[src/rtl/mux2_rr_arbiter.sv]
// Round-robin owner arbiter for a shared 2:1 mux; forwards the owner's data with valid/ready.
// Latency: req to gnt is 1 cycle (registered); data path is combinational through the mux.
// Backpressure: o_ready low stalls the owner's beat and freezes the hold counter and ownership.
module mux2_rr_arbiter #(
   parameter int WIDTH    = 8,
   parameter int MAX_HOLD = 4
) (
   input  logic             clk,
   input  logic             rst_n,
   input  logic             req_a,
   input  logic             req_b,
   input  logic [WIDTH-1:0] a_data,
   input  logic [WIDTH-1:0] b_data,
   output logic             gnt_a,
   output logic             gnt_b,
   output logic             sel,
   output logic [WIDTH-1:0] o_data,
   output logic             o_valid,
   input  logic             o_ready
);

   typedef enum logic [1:0] {
      IDLE  = 2'd0,
      OWN_A = 2'd1,
      OWN_B = 2'd2
   } state_t;

   // Counter value of the last beat allowed before a forced hand-over.
   localparam logic [7:0] HOLD_LAST = 8'(MAX_HOLD - 1);

   state_t     state_q, state_d;
   logic       sel_q, sel_d;
   logic [7:0] cnt_q, cnt_d;
   logic       last_b_q, last_b_d;   // 1 when B was the most recent owner
   logic       xfer;

   assign gnt_a   = (state_q == OWN_A);
   assign gnt_b   = (state_q == OWN_B);
   assign sel     = sel_q;
   assign o_valid = (state_q == OWN_A) ? req_a :
                    (state_q == OWN_B) ? req_b : 1'b0;
   assign o_data  = sel_q ? b_data : a_data;
   assign xfer    = o_valid & o_ready;

   // State, select, hold counter and fairness memory registers.
   always_ff @(posedge clk) begin
      if (!rst_n) begin
         state_q  <= IDLE;
         sel_q    <= 1'b0;
         cnt_q    <= 8'd0;
         last_b_q <= 1'b1;
      end else begin
         state_q  <= state_d;
         sel_q    <= sel_d;
         cnt_q    <= cnt_d;
         last_b_q <= last_b_d;
      end
   end

   // Next-state: grant on request, release on drop, force a switch at the hold limit.
   always_comb begin
      state_d  = state_q;
      sel_d    = sel_q;
      cnt_d    = cnt_q;
      last_b_d = last_b_q;
      case (state_q)
         IDLE: begin
            if (req_a && (!req_b || last_b_q)) begin
               state_d  = OWN_A;
               sel_d    = 1'b0;
               cnt_d    = 8'd0;
               last_b_d = 1'b0;
            end else if (req_b) begin
               state_d  = OWN_B;
               sel_d    = 1'b1;
               cnt_d    = 8'd0;
               last_b_d = 1'b1;
            end
         end
         OWN_A: begin
            if (!req_a) begin
               cnt_d = 8'd0;
               if (req_b) begin
                  state_d  = OWN_B;
                  sel_d    = 1'b1;
                  last_b_d = 1'b1;
               end else begin
                  state_d = IDLE;
               end
            end else if (xfer && cnt_q == HOLD_LAST) begin
               cnt_d = 8'd0;
               if (req_b) begin
                  state_d  = OWN_B;
                  sel_d    = 1'b1;
                  last_b_d = 1'b1;
               end
            end else if (xfer) begin
               cnt_d = cnt_q + 8'd1;
            end
         end
         OWN_B: begin
            if (!req_b) begin
               cnt_d = 8'd0;
               if (req_a) begin
                  state_d  = OWN_A;
                  sel_d    = 1'b0;
                  last_b_d = 1'b0;
               end else begin
                  state_d = IDLE;
               end
            end else if (xfer && cnt_q == HOLD_LAST) begin
               cnt_d = 8'd0;
               if (req_a) begin
                  state_d  = OWN_A;
                  sel_d    = 1'b0;
                  last_b_d = 1'b0;
               end
            end else if (xfer) begin
               cnt_d = cnt_q + 8'd1;
            end
         end
         default: begin
            state_d = IDLE;
            cnt_d   = 8'd0;
         end
      endcase
   end

endmodule

[config.mk]
export PLATFORM = sky130hd
export DESIGN_NAME = mux2_rr_arbiter
export DESIGN_NICKNAME = d
export VERILOG_FILES = /design/src/rtl/mux2_rr_arbiter.sv
export SDC_FILE = /design/constraint.sdc
export NUM_CORES = 1
export LEC_CHECK = 0
export BUFFER_PORTS_ARGS = -buffer_cell sky130_fd_sc_hd__buf_2
export CORE_UTILIZATION = 30
export DETAILED_ROUTE_END_ITERATION = 10
export GPL_ROUTABILITY_DRIVEN = 0
export SYNTH_ARGS = -nofsm -noshare
export SYNTH_HDL_FRONTEND = slang
export SYNTH_SLANG_ARGS = --single-unit
[constraint.sdc]
create_clock -name clk -period 4.28 [get_ports clk]
set_input_delay 0.428 -clock clk [delete_from_list [all_inputs] [get_ports clk]]
set_output_delay 0.428 -clock clk [all_outputs]
set_load 0.05 [all_outputs]
==> qor.json <==
{
  "chipHeight": {"value": 56.4, "unit": "um"},
  "synth_flop_cell": {"value": "dfxtp_1"},
  "post_synth_edffs": {"value": 0},
  "ys_types": {"value": 43},
  "synth_async_sr_flop_share": {"value": 0, "unit": "%"},
  "layout.filler_cells": {"value": 288},
  "min_path_type": {"value": "input pin to flip-flop"},
  "dr.pass1.iters": {"value": 3},
  "cts_max_level": {"value": 1},
  "initial_cell_density_of_the_core": {"value": 31.9, "unit": "%"},
  "hold_viol": {"value": 0},
  "cts_inserted_buffers": {"value": 3},
  "drt_first_iter_violations": {"value": 19},
  "multiInputGateArea": {"value": 602, "unit": "um2"},
  "pin_count": {"value": 33},
  "nets": {"value": 155},
  "postLayoutCoreUtil": {"value": 39.5, "unit": "%"},
  "crit_arrival": {"value": 1.85, "unit": "ns"},
  "clk_path_buf_depth": {"value": 2},
  "wire_length_of_the_first_global_routing_pass": {"value": 3330, "unit": "um"},
  "clock_power_share": {"value": 17.3, "unit": "%"},
  "postSynthRegisterBits": {"value": 12},
  "sequentialPowerShare": {"value": 26.7, "unit": "%"},
  "number_of_maximum_capacitance_violations": {"value": 0},
  "routed_wire_length_per_instance": {"value": 12.6, "unit": "um"},
  "placement_rows": {"value": 19},
  "cp-start-kind": {"value": "flip-flop"},
  "max_freq": {"value": 439, "unit": "MHz"},
  "layoutNonFillerInstCount": {"value": 159},
  "status": {"value": "finished, final reports clean"},
  "synthesis.instances": {"value": 95},
  "initial_antenna_violation_count": {"value": 0},
  "cts_hold_buffers": {"value": 0},
  "groute.usage.overall": {"value": 13.2, "unit": "%"},
  "synth_top_cells_by_count": {"value": "12 x dfxtp_1, 9 x nor2_1, 8 x mux2_2"},
  "chipWidth": {"value": 56.4, "unit": "um"},
  "antenna-diode-count": {"value": 0},
  "skew": {"value": 0.00123, "unit": "ns"},
  "clk_root_buffer_cell": {"value": "clkbuf_4"},
  "total_switching_power": {"value": 0.000260, "unit": "W"},
  "wirelength": {"value": 2000, "unit": "um"},
  "timing.critical_path.to_type": {"value": "output port"},
  "critical_path_required_time": {"value": 3.85, "unit": "ns"},
  "worst_path_class_setup": {"value": "flip-flop to output port"},
  "syn-num-nets": {"value": 121},
  "ant_nets": {"value": 0},
  "timing.max_slew.rel_slack": {"value": 67.6, "unit": "%"},
  "placement.setup.worst_slack": {"value": 2.30, "unit": "ns"},
  "fin_ws": {"value": 2.00, "unit": "ns"},
  "rsz0062_at_grt": {"value": "no"},
  "power_density": {"value": 494, "unit": "nW/um2"},
  "ir_drop": {"value": 0.307, "unit": "mV"},
  "intPower": {"value": 0.000283, "unit": "W"},
  "floorplan_core_area": {"value": 2780, "unit": "um2"},
  "yosys.cell_count.top_type": {"value": "dfxtp_1"},
  "register_area": {"value": 240, "unit": "um2"},
  "synth_top_cell_area_share": {"value": 27.1, "unit": "%"},
  "final.min_clock_period": {"value": 2.28, "unit": "ns"},
  "fraction_of_layout_instances_using_a_drive_strength_above_1": {"value": 41.4, "unit": "%"},
  "ys_warn_count": {"value": 0},
  "via_count_of_the_first_global_routing_pass": {"value": 798},
  "syn_avg_cell_area": {"value": 9.34, "unit": "um2"},
  "static-leakage-power": {"value": 0.491, "unit": "nW"},
  "number_of_gates_resized_after_cts": {"value": 0},
  "timing.final.max_slew_violations": {"value": 0},
  "routed-via-count": {"value": 844},
  "ys_top_cells_by_area": {"value": "dfxtp_1 27%, mux2_2 10%, ha_1 7.1%"},
  "dpl.hpwl": {"value": 1650, "unit": "um"},
  "overflow": {"value": 0},
  "post_drt_via_cell_ratio": {"value": 5.31},
  "tritoncts_num_sinks": {"value": 12},
  "post-cts-setup-buffers": {"value": 0},
  "tritoncts": {"value": "yes"},
  "cp_max_fo": {"value": 7},
  "place.port_buffers": {"value": 32},
  "combPwrFrac": {"value": 56.1, "unit": "%"},
  "transition_time_at_the_pin_with_the_least_slew_margin": {"value": 0.485, "unit": "ns"},
  "setup_violations": {"value": 0},
  "finalHoldWorstSlack": {"value": 0.433, "unit": "ns"},
  "numPlacedInstances": {"value": 155},
  "layout_worst_path_cycle_share": {"value": 53.2, "unit": "%"},
  "grt_max_degree": {"value": 11},
  "fin_tns_setup": {"value": 0, "unit": "ns"},
  "synth_top_cell_by_area": {"value": "dfxtp_1"},
  "seq_area_frac_synth": {"value": 27.1, "unit": "%"},
  "die_area": {"value": 3180, "unit": "um2"},
  "post_synth_instance_area": {"value": 887, "unit": "um2"},
  "worst_skew_pair.late_latency": {"value": 0.28, "unit": "ns"},
  "clk_transition_reported_paths": {"value": 0.08, "unit": "ns"},
  "synthToLayoutAreaGrowth": {"value": 24.0, "unit": "%"},
  "netSwitchingFraction": {"value": 47.9, "unit": "%"},
  "route.detailed.drc": {"value": 0}
}
## per-layer routing
layer  vias up  share of wire [%]  global-route usage [%]
met1       387                 40                    13.4
met3         2                5.8                    3.69
met2        32                 54                    25.7
met5         -                  0                       0
li1        423                  -                       -
met4         0               0.45                    4.18
## through the flow
step                total power [W]  cell area (um2)
floorplan                  0.000397              887
global placement           0.000449             1060
detailed placement         0.000452             1060
CTS                        0.000546             1100
global route               0.000575             1100
finish                     0.000543             1100
## sequential cells by signal (all words and copies together), names as in the netlist
| register | count |
|---|---|
| cnt_q | 8 |
| last_b_q | 1 |
| sel | 1 |
| state_q | 2 |
## worst paths after layout
path	startpoint	endpoint	slack [ns]	depth (start not counted)
worst max register to register	state_q[1]	cnt_q[6]	2.31	6
worst min-delay path	rst_n	last_b_q	0.43	2
worst max-delay path	state_q[0]	o_valid	2.00	5
worst min register to register	cnt_q[7]	cnt_q[7]	0.50	2
## cells by family (layout without fill, tap and decap cells)
kind of cell	Yosys count	count (layout)	share of synthesized area [%]
adder cells (fa/ha/maj)	5	5	7.05
flip-flops	12	12	27.1
XOR/XNOR	5	5	4.94
AND/OR/NAND/NOR	28	28	19.9
AO/OA/AOI/OAI	27	27	24.7
buffers and inverters	9	42	5.08
multiplexers	9	9	11.3
## placed cells by master, fill, tap and decap left out, types with 2 or more instances in the layout
| cell type | netlist | layout |
|---|---|---|
| clkbuf_4 | 0 | 3 |
| xor2_1 | 5 | 5 |
| ha_1 | 5 | 5 |
| inv_1 | 6 | 6 |
| a21oi_1 | 5 | 5 |
| a22oi_1 | 2 | 2 |
| and3_1 | 2 | 2 |
| buf_2 | 0 | 32 |
| mux2_2 | 8 | 8 |
| dfxtp_1 | 12 | 12 |
| nand2_1 | 2 | 2 |
| o21ai_0 | 2 | 2 |
| nor2_1 | 9 | 9 |
| o211ai_1 | 3 | 3 |
| and4_1 | 3 | 3 |
| a21o_1 | 2 | 2 |
## worst max-delay path, stage by stage (launching register included)
cell and delay, ns:
dfxtp_1 0.39, inv_1 0.09, ha_1 0.27, and3b_1 0.30, or2_2 0.30, buf_2 0.21
## area by class of cell
| type | count | share of cell area, % |
|---|---|---|
| Inverter | 6 | 2.05 |
| Clock buffer | 4 | 3.30 |
| Multi-Input combinational cell | 74 | 54.7 |
| Tap cell | 31 | 3.53 |
| Timing Repair Buffer | 32 | 14.6 |
| Sequential cell | 12 | 21.8 |
## power groups by stage
stage,logic [W],clock network [W],registers (W)
floorplan,0.000248,0,0.000149
global placement,0.000303,0,0.000146
detailed placement,0.000304,0,0.000149
CTS,0.000305,0.0000963,0.000145
global route,0.000326,0.000100,0.000149
finish,0.000304,0.0000937,0.000145
Power figures use the tool's default switching activity.
